### src/rtl/multicycle_ctrl_if.sv
// ---------------------------------------------------------------------------
// multicycle_ctrl_if
//   Bundle of the signals that pass between the multi-cycle RV32I sequencer
//   and its datapath.
//
//   master : the sequencer. It receives instr, branch_taken and dm_ready, and
//            drives every strobe, select, register index and status flag.
//   slave  : the datapath side. It drives the inputs of the sequencer and
//            receives its outputs.
//
//   Signals
//     instr          instruction-memory output for the current PC
//     branch_taken   branch-unit result, valid in EXEC
//     dm_ready       data memory finished the current access
//     pc_we/pc_sel   PC load strobe / 0 = PC+4, 1 = ALU target
//     rf_we          register-file write enable
//     dm_we/dm_re    data-memory write / read request
//     rs1/rs2/rd     register indices
//     func3          ALU / DM control
//     subsra         ALU sub / sra select
//     mux_pc_reg1op  1 = rs1, 0 = PC into ALU operand 1
//     mux_imm_reg2op 1 = imm, 0 = rs2 into ALU operand 2
//     mux_wb_sel     00 = DM, 01 = ALU, 10 = PC+4
//     br_opcode      branch-unit op (11111 never, 01111 always)
//     state          FETCH=0 DECODE=1 EXEC=2 MEM=3 WB=4 HALT=5
//     halted         high in HALT
//     illegal        sticky, unknown opcode caused the halt
//     bus_err        sticky, MEM timeout caused the halt
//     instret        retired-instruction count
// ---------------------------------------------------------------------------
interface multicycle_ctrl_if #(
  parameter int INSTRET_W = 32
);
  logic [31:0]          instr;
  logic                 branch_taken;
  logic                 dm_ready;

  logic                 pc_we;
  logic                 pc_sel;
  logic                 rf_we;
  logic                 dm_we;
  logic                 dm_re;
  logic [4:0]           rs1;
  logic [4:0]           rs2;
  logic [4:0]           rd;
  logic [2:0]           func3;
  logic                 subsra;
  logic                 mux_pc_reg1op;
  logic                 mux_imm_reg2op;
  logic [1:0]           mux_wb_sel;
  logic [4:0]           br_opcode;
  logic [2:0]           state;
  logic                 halted;
  logic                 illegal;
  logic                 bus_err;
  logic [INSTRET_W-1:0] instret;

  modport master (
    input  instr, branch_taken, dm_ready,
    output pc_we, pc_sel, rf_we, dm_we, dm_re,
    output rs1, rs2, rd, func3, subsra,
    output mux_pc_reg1op, mux_imm_reg2op, mux_wb_sel, br_opcode,
    output state, halted, illegal, bus_err, instret
  );

  modport slave (
    output instr, branch_taken, dm_ready,
    input  pc_we, pc_sel, rf_we, dm_we, dm_re,
    input  rs1, rs2, rd, func3, subsra,
    input  mux_pc_reg1op, mux_imm_reg2op, mux_wb_sel, br_opcode,
    input  state, halted, illegal, bus_err, instret
  );
endinterface

### src/rtl/multicycle_ctrl.sv
// ---------------------------------------------------------------------------
// multicycle_ctrl
//   Multi-cycle sequencer for an RV32I datapath. Each instruction walks
//   FETCH -> DECODE -> EXEC [-> MEM] [-> WB] and the controller drives every
//   write strobe and mux select of the datapath. Data-memory accesses wait
//   for dm_ready with a bounded timeout; unknown opcodes, an all-zero word
//   and a memory timeout park the machine in HALT until reset.
//
//   Ports
//     clk    rising-edge clock
//     reset  synchronous, active-high reset
//     bus    multicycle_ctrl_if.master (all datapath-facing signals)
//
//   Parameters
//     MEM_TIMEOUT  MEM cycles allowed without dm_ready before bus error (1..255)
//     INSTRET_W    width of the retired-instruction counter
// ---------------------------------------------------------------------------
module multicycle_ctrl #(
  parameter int MEM_TIMEOUT = 16,
  parameter int INSTRET_W   = 32
) (
  input logic                clk,
  input logic                reset,
  multicycle_ctrl_if.master  bus
);

  typedef enum logic [2:0] {
    S_FETCH  = 3'd0,
    S_DECODE = 3'd1,
    S_EXEC   = 3'd2,
    S_MEM    = 3'd3,
    S_WB     = 3'd4,
    S_HALT   = 3'd5
  } state_e;

  // Instruction classes that change the sequencing; R, I-ALU and LUI all
  // behave identically once decoded.
  typedef enum logic [2:0] {
    C_ALU    = 3'd0,
    C_LOAD   = 3'd1,
    C_STORE  = 3'd2,
    C_BRANCH = 3'd3,
    C_JUMP   = 3'd4
  } op_class_e;

  typedef struct packed {
    op_class_e  cls;
    logic [4:0] rs1;
    logic [4:0] rs2;
    logic [4:0] rd;
    logic [2:0] func3;
    logic       subsra;
    logic       sel1;   // 1 = rs1, 0 = PC
    logic       sel2;   // 1 = imm, 0 = rs2
    logic [1:0] wb;
    logic [4:0] br;
  } dec_t;

  localparam logic [6:0] OP_R      = 7'b0110011;
  localparam logic [6:0] OP_I      = 7'b0010011;
  localparam logic [6:0] OP_LOAD   = 7'b0000011;
  localparam logic [6:0] OP_STORE  = 7'b0100011;
  localparam logic [6:0] OP_BRANCH = 7'b1100011;
  localparam logic [6:0] OP_JALR   = 7'b1100111;
  localparam logic [6:0] OP_JAL    = 7'b1101111;
  localparam logic [6:0] OP_LUI    = 7'b0110111;

  localparam logic [1:0] WB_DM  = 2'b00;
  localparam logic [1:0] WB_ALU = 2'b01;
  localparam logic [1:0] WB_PC4 = 2'b10;

  localparam logic [4:0] BR_NEVER  = 5'b11111;
  localparam logic [4:0] BR_ALWAYS = 5'b01111;

  localparam logic [7:0] WAIT_LAST = 8'(MEM_TIMEOUT - 1);

  state_e               state;
  logic [31:0]          ir;
  dec_t                 dec;
  dec_t                 dec_n;
  logic                 op_ok;
  logic [7:0]           wait_cnt;
  logic [INSTRET_W-1:0] instret;
  logic                 illegal;
  logic                 bus_err;

  logic                 pc_we;
  logic                 pc_sel;
  logic                 rf_we;
  logic                 dm_we;
  logic                 dm_re;

  // Immediate bits the controller never looks at (the immediate unit has
  // its own copy of the instruction word).
  logic unused_ir;
  assign unused_ir = ^{ir[31], ir[29:25]};

  // Decode of the held instruction word; captured into dec when DECODE ends.
  always_comb begin
    dec_n       = '0;
    dec_n.cls   = C_ALU;
    dec_n.rs1   = ir[19:15];
    dec_n.rs2   = ir[24:20];
    dec_n.rd    = ir[11:7];
    dec_n.func3 = ir[14:12];
    dec_n.wb    = WB_ALU;
    dec_n.br    = BR_NEVER;
    op_ok       = 1'b1;
    case (ir[6:0])
      OP_R: begin
        dec_n.sel1   = 1'b1;
        dec_n.sel2   = 1'b0;
        dec_n.subsra = ir[30];
      end
      OP_I: begin
        dec_n.sel1   = 1'b1;
        dec_n.sel2   = 1'b1;
        // Only SRAI carries a meaningful bit 30; for ADDI etc. it is immediate.
        dec_n.subsra = (ir[14:12] == 3'b101) ? ir[30] : 1'b0;
      end
      OP_LOAD: begin
        dec_n.cls  = C_LOAD;
        dec_n.sel1 = 1'b1;
        dec_n.sel2 = 1'b1;
        dec_n.wb   = WB_DM;
      end
      OP_STORE: begin
        dec_n.cls  = C_STORE;
        dec_n.sel1 = 1'b1;
        dec_n.sel2 = 1'b1;
        dec_n.rd   = 5'd0;
      end
      OP_BRANCH: begin
        dec_n.cls  = C_BRANCH;
        dec_n.sel1 = 1'b0;
        dec_n.sel2 = 1'b1;
        dec_n.br   = {2'b00, ir[14:12]};
      end
      OP_JALR: begin
        dec_n.cls  = C_JUMP;
        dec_n.sel1 = 1'b1;
        dec_n.sel2 = 1'b1;
        dec_n.wb   = WB_PC4;
        dec_n.br   = BR_ALWAYS;
      end
      OP_JAL: begin
        dec_n.cls  = C_JUMP;
        dec_n.sel1 = 1'b0;
        dec_n.sel2 = 1'b1;
        dec_n.wb   = WB_PC4;
        dec_n.br   = BR_ALWAYS;
      end
      OP_LUI: begin
        dec_n.sel1 = 1'b0;
        dec_n.sel2 = 1'b1;
      end
      default: op_ok = 1'b0;
    endcase
  end

  // Strobes depend only on the state, the decode register and the two
  // same-cycle datapath responses.
  always_comb begin
    pc_we  = 1'b0;
    pc_sel = 1'b0;
    rf_we  = 1'b0;
    dm_we  = 1'b0;
    dm_re  = 1'b0;
    case (state)
      S_EXEC: begin
        if (dec.cls == C_BRANCH) begin
          pc_we  = 1'b1;
          pc_sel = bus.branch_taken;
        end
      end
      S_MEM: begin
        dm_re = (dec.cls == C_LOAD);
        dm_we = (dec.cls == C_STORE);
        // A store retires in the cycle its write completes.
        pc_we = (dec.cls == C_STORE) && bus.dm_ready;
      end
      S_WB: begin
        rf_we  = (dec.rd != 5'd0);
        pc_we  = 1'b1;
        pc_sel = (dec.cls == C_JUMP);
      end
      default: ;
    endcase
  end

  // Every PC update marks the end of an instruction, so pc_we doubles as the
  // retire pulse.
  always_ff @(posedge clk) begin
    if (reset) begin
      state    <= S_FETCH;
      ir       <= '0;
      dec      <= '0;
      wait_cnt <= '0;
      instret  <= '0;
      illegal  <= 1'b0;
      bus_err  <= 1'b0;
    end else begin
      if (pc_we) instret <= instret + INSTRET_W'(1);
      case (state)
        S_FETCH: begin
          ir    <= bus.instr;
          state <= S_DECODE;
        end
        S_DECODE: begin
          dec <= dec_n;
          if (op_ok) begin
            state <= S_EXEC;
          end else begin
            state <= S_HALT;
            // An all-zero word is treated as a clean stop, not an error.
            if (ir[6:0] != 7'd0) illegal <= 1'b1;
          end
        end
        S_EXEC: begin
          case (dec.cls)
            C_BRANCH: state <= S_FETCH;
            C_LOAD, C_STORE: begin
              wait_cnt <= '0;
              state    <= S_MEM;
            end
            default: state <= S_WB;
          endcase
        end
        S_MEM: begin
          if (bus.dm_ready) begin
            state <= (dec.cls == C_LOAD) ? S_WB : S_FETCH;
          end else if (wait_cnt == WAIT_LAST) begin
            state   <= S_HALT;
            bus_err <= 1'b1;
          end else begin
            wait_cnt <= wait_cnt + 8'd1;
          end
        end
        S_WB:    state <= S_FETCH;
        S_HALT:  state <= S_HALT;
        default: state <= S_FETCH;
      endcase
    end
  end

  assign bus.pc_we          = pc_we;
  assign bus.pc_sel         = pc_sel;
  assign bus.rf_we          = rf_we;
  assign bus.dm_we          = dm_we;
  assign bus.dm_re          = dm_re;
  assign bus.rs1            = dec.rs1;
  assign bus.rs2            = dec.rs2;
  assign bus.rd             = dec.rd;
  assign bus.func3          = dec.func3;
  assign bus.subsra         = dec.subsra;
  assign bus.mux_pc_reg1op  = dec.sel1;
  assign bus.mux_imm_reg2op = dec.sel2;
  assign bus.mux_wb_sel     = dec.wb;
  assign bus.br_opcode      = dec.br;
  assign bus.state          = state;
  assign bus.halted         = (state == S_HALT);
  assign bus.illegal        = illegal;
  assign bus.bus_err        = bus_err;
  assign bus.instret        = instret;

endmodule

### src/flat_wrapper.sv
// flat-port wrapper written by rule: the top's interface ports become plain ports
module multicycle_ctrl_flat 
#(
  parameter int MEM_TIMEOUT = 16,
  parameter int INSTRET_W   = 32
)
  (clk, reset, bus_instr, bus_branch_taken, bus_dm_ready, bus_pc_we, bus_pc_sel, bus_rf_we, bus_dm_we, bus_dm_re, bus_rs1, bus_rs2, bus_rd, bus_func3, bus_subsra, bus_mux_pc_reg1op, bus_mux_imm_reg2op, bus_mux_wb_sel, bus_br_opcode, bus_state, bus_halted, bus_illegal, bus_bus_err, bus_instret);
  multicycle_ctrl_if #(.INSTRET_W(INSTRET_W)) bus_i ();
  input logic clk;
  input logic reset;
  input wire logic [$bits(bus_i.instr)-1:0] bus_instr;
  input wire logic [$bits(bus_i.branch_taken)-1:0] bus_branch_taken;
  input wire logic [$bits(bus_i.dm_ready)-1:0] bus_dm_ready;
  output wire logic [$bits(bus_i.pc_we)-1:0] bus_pc_we;
  output wire logic [$bits(bus_i.pc_sel)-1:0] bus_pc_sel;
  output wire logic [$bits(bus_i.rf_we)-1:0] bus_rf_we;
  output wire logic [$bits(bus_i.dm_we)-1:0] bus_dm_we;
  output wire logic [$bits(bus_i.dm_re)-1:0] bus_dm_re;
  output wire logic [$bits(bus_i.rs1)-1:0] bus_rs1;
  output wire logic [$bits(bus_i.rs2)-1:0] bus_rs2;
  output wire logic [$bits(bus_i.rd)-1:0] bus_rd;
  output wire logic [$bits(bus_i.func3)-1:0] bus_func3;
  output wire logic [$bits(bus_i.subsra)-1:0] bus_subsra;
  output wire logic [$bits(bus_i.mux_pc_reg1op)-1:0] bus_mux_pc_reg1op;
  output wire logic [$bits(bus_i.mux_imm_reg2op)-1:0] bus_mux_imm_reg2op;
  output wire logic [$bits(bus_i.mux_wb_sel)-1:0] bus_mux_wb_sel;
  output wire logic [$bits(bus_i.br_opcode)-1:0] bus_br_opcode;
  output wire logic [$bits(bus_i.state)-1:0] bus_state;
  output wire logic [$bits(bus_i.halted)-1:0] bus_halted;
  output wire logic [$bits(bus_i.illegal)-1:0] bus_illegal;
  output wire logic [$bits(bus_i.bus_err)-1:0] bus_bus_err;
  output wire logic [$bits(bus_i.instret)-1:0] bus_instret;
  assign bus_i.instr = bus_instr;
  assign bus_i.branch_taken = bus_branch_taken;
  assign bus_i.dm_ready = bus_dm_ready;
  assign bus_pc_we = bus_i.pc_we;
  assign bus_pc_sel = bus_i.pc_sel;
  assign bus_rf_we = bus_i.rf_we;
  assign bus_dm_we = bus_i.dm_we;
  assign bus_dm_re = bus_i.dm_re;
  assign bus_rs1 = bus_i.rs1;
  assign bus_rs2 = bus_i.rs2;
  assign bus_rd = bus_i.rd;
  assign bus_func3 = bus_i.func3;
  assign bus_subsra = bus_i.subsra;
  assign bus_mux_pc_reg1op = bus_i.mux_pc_reg1op;
  assign bus_mux_imm_reg2op = bus_i.mux_imm_reg2op;
  assign bus_mux_wb_sel = bus_i.mux_wb_sel;
  assign bus_br_opcode = bus_i.br_opcode;
  assign bus_state = bus_i.state;
  assign bus_halted = bus_i.halted;
  assign bus_illegal = bus_i.illegal;
  assign bus_bus_err = bus_i.bus_err;
  assign bus_instret = bus_i.instret;
  multicycle_ctrl #(.MEM_TIMEOUT(MEM_TIMEOUT), .INSTRET_W(INSTRET_W)) u_core (.clk(clk), .reset(reset), .bus(bus_i));
endmodule
### config.mk
export PLATFORM = sky130hd
export DESIGN_NAME = multicycle_ctrl_flat
export DESIGN_NICKNAME = d
export VERILOG_FILES = /design/src/rtl/multicycle_ctrl_if.sv /design/src/rtl/multicycle_ctrl.sv /design/src/flat_wrapper.sv
export SDC_FILE = /design/constraint.sdc
export NUM_CORES = 1
export LEC_CHECK = 0
export ABC_AREA = 1
export CAP_MARGIN = 0
export CORE_UTILIZATION = 51
export DETAILED_ROUTE_END_ITERATION = 8
export PLACE_DENSITY = 0.81
export SETUP_SLACK_MARGIN = 0.2
export SLEW_MARGIN = 15
export SYNTH_ARGS = -nofsm -noshare
export SYNTH_HDL_FRONTEND = slang
export SYNTH_SLANG_ARGS = --single-unit
### constraint.sdc
create_clock -name clk -period 2.4 [get_ports clk]
set_clock_uncertainty 0.15 [all_clocks]
set_input_delay 0.36 -clock clk [delete_from_list [all_inputs] [get_ports clk]]
set_output_delay 0.36 -clock clk [all_outputs]
set_load 0.02 [all_outputs]
**Word level (Yosys, flattened, before mapping)**

Cells that the tools add are included.

- Flip-flop bits (word level): 107
- Input port bits: 36
- Output and inout port bits: 71
- Word-level logic and storage cells: 81

- $add $sub $neg: 2
- Equal/unequal tests: 23
- Muxes and demuxes: 25
- Bitwise logic cells: 2
- Reduce and logical (&&, ||, !) cells: 13

Operator list:

| cell | number |
|---|---|
| 32-bit by 1-bit adder with 32-bit output, second input constant | 1 |
| 8-bit 2-to-1 mux | 3 |
| 7-bit by 6-bit equality test with 1-bit output, second input constant | 3 |
| 7-bit equality test, second input constant | 3 |
| 8-bit case mux with 2 select lines | 1 |
| 3-bit case mux with 5 select lines | 1 |
| 3-bit by 2-bit equality test with 1-bit output, second input constant | 4 |
| 3-bit equality test, second input constant | 4 |
| 3-bit 2-to-1 mux | 4 |
| 3-bit case mux with 4 select lines | 1 |
| 5-bit case mux with 2 select lines | 1 |
| 8-bit by 1-bit adder with 8-bit output, second input constant | 1 |
| 8-bit by 4-bit equality test with 1-bit output, second input constant | 1 |
| 8-bit OR reduction | 1 |
| 7-bit by 2-bit equality test with 1-bit output, second input constant | 1 |
| 7-bit by 5-bit equality test with 1-bit output, second input constant | 1 |
| 1-bit 2-to-1 mux | 7 |
| 7-bit nonzero test | 1 |
| 3-bit by 1-bit equality test with 1-bit output, second input constant | 2 |
| 2-bit case mux with 3 select lines | 1 |
| 3-bit case mux with 2 select lines | 1 |
| 3-bit AND reduction | 2 |
| 5-bit 2-to-1 mux | 1 |
| 5-bit nonzero test | 1 |
| other kinds (14) | 18 |

**Depth between registers and ports, before layout**

- Depth after elaboration: 5
- Gate-level depth with buffers: 10
- Depth with buffers taken out: 10

**Least setup slack after synthesis**

OpenSTA, ideal clock, no wires.

- Path type: reg2out
- From: register u_core.state[1], in the netlist u_core.bus.state[1]
- To: output port bus_pc_we
- Data arrival time: 1.532 ns
- Required time: 1.890 ns
- Path slack: 0.358 ns
- Stages on the path, launching flop included: 6
- Path buffers: 1
- Cells stage by stage: dfxtp_1 nand3_2 nor2_1 nand2_1 nand2_2 buf_2

- Longest elaborated chain between the ends: 2
- Elaborated cells on any way between the ends: 4
- Classes of those cells: 3 x eq/ne; 1 x mux

RTL lines:

| what | line | text |
|---|---|---|
| start, declared | multicycle_ctrl.sv:77 | `state_e state;` |
| start signal, assigned | multicycle_ctrl.sv:231 | `state <= (dec.cls == C_LOAD) ? S_WB : S_FETCH;` |
| 3-bit equality test or 3-bit by 2-bit equality test with 1-bit output (tied branches) | multicycle_ctrl.sv:169 | `case (state)` |
| 1-bit case mux with 3 select lines (*) | multicycle_ctrl.sv:169 |  |
| end, declared | flat_wrapper.sv:14 | `output wire logic [$bits(bus_i.pc_we)-1:0] bus_pc_we;` |

Mark *: on every way between the ends. The rest lies on a longest branch, timed or not.

**Final worst setup path**

- From: register u_core.state[2], in the netlist u_core.bus.state[2]
- To: output port bus_dm_re

- Longest elaborated chain between the ends: 2

RTL lines:

| what | line | text |
|---|---|---|
| 3-bit by 2-bit equality test with 1-bit output | multicycle_ctrl.sv:169 |  |
| 1-bit 2-to-1 mux | multicycle_ctrl.sv:169 |  |
| end, declared | flat_wrapper.sv:18 | `output wire logic [$bits(bus_i.dm_re)-1:0] bus_dm_re;` |

Every way passes these cells.

==> flow_summary.ini <==
[outcome]
status = completed

[cts]
cts_buffers = 9
cts_setup_buffers = 0
cts-root-buf = clkbuf_8
clk_transition_reported_paths_ps = 110
cts_max_level = 3
cts_tree = built
clkLatencyLatePin_ps = 370
cts_resized = 12
clockBufferDepth = 2
cts_hold_buffers = 0
clkSinkCount = 102

[grt]
grt_pass1_vias = 4323
grt_max_degree = 44
grt_pass1_wl_mm = 19.7
grt_overflow = 0
antenna_found_initial = 0
grt_usage_pct = 24.5

[layout]
area_growth_pct = 23.9
seqCellArea_sq_um = 2050
fill_cells = 836
num_antenna_cells = 0
drive_above_1_share_pct = 5.50
finalNetCount = 833
multi_input_area_sq_um = 2250
fin_area_sq_um = 5990

[route]
num_vias = 4852
viasPerCell = 5.33
drtIter0Drc = 293
drt_wl_total_mm = 11.9
drcViolationCount = 0
ant_nets = 0
first_pass_iters = 6
wire_per_inst_um = 13.1

[logic_synthesis]
synth_area_per_cell_sq_um = 6.70
syn-num-nets = 759
ys.flop_type = dfxtp_1
yosys_warnings = 0
ys_ff_latch = 102
yosys.area.top_type = dfxtp_1
yosysSeqAreaShare_pct = 42.3
yosysMostFrequentCell = nor2_1
netlist_area_sq_um = 4830
synth_common_cells = nor2_1 (146), nand2_1 (145), dfxtp_1 (102), inv_1 (65), o21ai_0 (59)
syn-instance-count = 721
yosysUniqueCellTypes = 31
netlist.area_leader.share_pct = 42.3
synthArstFlopShare_pct = 0
synth_edf_count = 0
yosys-top-cells-area = dfxtp_1 (42%), nor2_1 (11%), nand2_1 (11%)

[placed_design]
place_area_sq_um = 5780
dp_hpwl_mm = 8.66
port_buffers = 100
gp_congestion = 0.890

[floorplan]
fp.dieH_um = 99.3
rows = 35
initial_core_util_pct = 52.5
fp.dieW_um = 99.3
core-area_sq_um = 9200
pin_count = 107
die_area_sq_um = 9870

[critical_path]
cp.required_ps = 1890
r2r_start = u_core.bus.state[0]
crit_start = u_core.bus.state[2]
r2r_end = u_core.bus.subsra
worstPathMaxFanout = 6
cp-endpoint = bus_dm_re
startpoint_type = flop
end_kind = output port
rrSetupSlack_ps = 440
reg2reg_depth = 8
critPathKind = reg2out
cp.arrival_ps = 1580

[power]
p_leak_nw = 2.37
ir_drop_mv = 0.425
power.density_nw_per_um2 = 675

[timing]
max_freq_mhz = 478
period_needed_ps = 2090
fin_crit_sh_pct = 87.1
setup_viol = 0
maxSlewHeadroom_pct = 70.5
slew_violations = 0
worstMarginPinSlew_ps = 441
setup_tns_ps = 0
rsz0062_at_grt = no
finalHoldViolations = 0

[run]
maxCapViolations = 0

[hold_path]
hold_start = u_core.bus.illegal
min_path_type = reg2reg
## cell families (layout without fill, tap and decap cells)
kind of cell | count (synthesis) | count (layout) | synth area share [%]
AND/OR/NAND/NOR | 368 | 368 | 31.4
AO/OA/AOI/OAI | 125 | 125 | 13.5
buffers and inverters | 119 | 198 | 11.4
flip-flops | 102 | 102 | 42.3
XOR/XNOR | 5 | 5 | 0.906
adder cells (fa/ha/maj) | 2 | 2 | 0.518
## through the flow
stage	instances	worst slack [ps]	utilization (%)	hold WS [ps]	power, mW
6_report	911	310	65.1	306	4.04
2_1_floorplan	721	358	-	286	2.65
4_1_cts	911	120	65.1	309	4.06
5_1_grt	911	209	65.1	334	4.24
3_5_place_dp	895	211	62.9	293	2.95
3_3_place_gp	895	206	62.9	294	2.92
## report_power, final
part	internal (mW)	leakage, nW	switching (mW)	total, mW
Combinational	0.373	1.44	0.558	0.931
Sequential	1.87	0.836	0.113	1.99
Clock	0.495	0.0982	0.627	1.12
Total	2.74	2.37	1.30	4.04
## metal layers
layer	routed length, um	global-route usage (%)	share of wire [%]
met3	965	6.39	8.1
met5	0	0	0
met4	177	7.13	1.5
met2	5560	39.8	47
met1	5250	32.1	44
## critical path, cell delays in order, from the launching register on
cell and delay (ps):
dfxtp_2 360, inv_2 90, nand3_2 130, inv_1 110, nand3_1 100, inv_1 80, dlygate4sd2_1 350
## state kept, by name, summed over array words and instances (netlist names), 5 cells and up
name,count
u_core.bus.rs2,5
u_core.bus.rd,5
u_core.wait_cnt,8
u_core.ir,26
u_core.bus.instret,32
u_core.bus.br_opcode,5
u_core.bus.rs1,5
## worst min-delay path by stage
stage / depth (start not counted) / end / slack, ps
4_1_cts: 2 / u_core.bus.illegal / 310
6_report: 2 / u_core.bus.illegal / 310
5_1_grt: 2 / u_core.bus.rd[1] / 330
2_1_floorplan: 2 / u_core.bus.rd[0] / 290
3_3_place_gp: 2 / u_core.bus.illegal / 290
3_5_place_dp: 2 / u_core.bus.illegal / 290
## cell type report
type,instances,area share (%)
Multi-Input combinational cell,500,37.5
Clock inverter,7,1.32
Inverter,70,4.39
Timing Repair Buffer,112,18.2
Tap cell,111,2.32
Clock buffer,9,2.07
Sequential cell,102,34.2
## layout by cell type (no fill, tap or decap), types with 6 or more instances in the layout
cell type        netlist  final
a31oi_1                6      6
a21oi_1               52     52
nor3_1                11      9
buf_4                 27     11
nand4_1               11     11
dfxtp_1              102     99
inv_1                 65     65
nor2_1               146    146
clkdlybuf4s50_1        0     94
o21ai_0               59     58
nand3_1               46     46
nand2_1              145    145
clkbuf_8               0      9
Power figures use the tool's default switching activity.
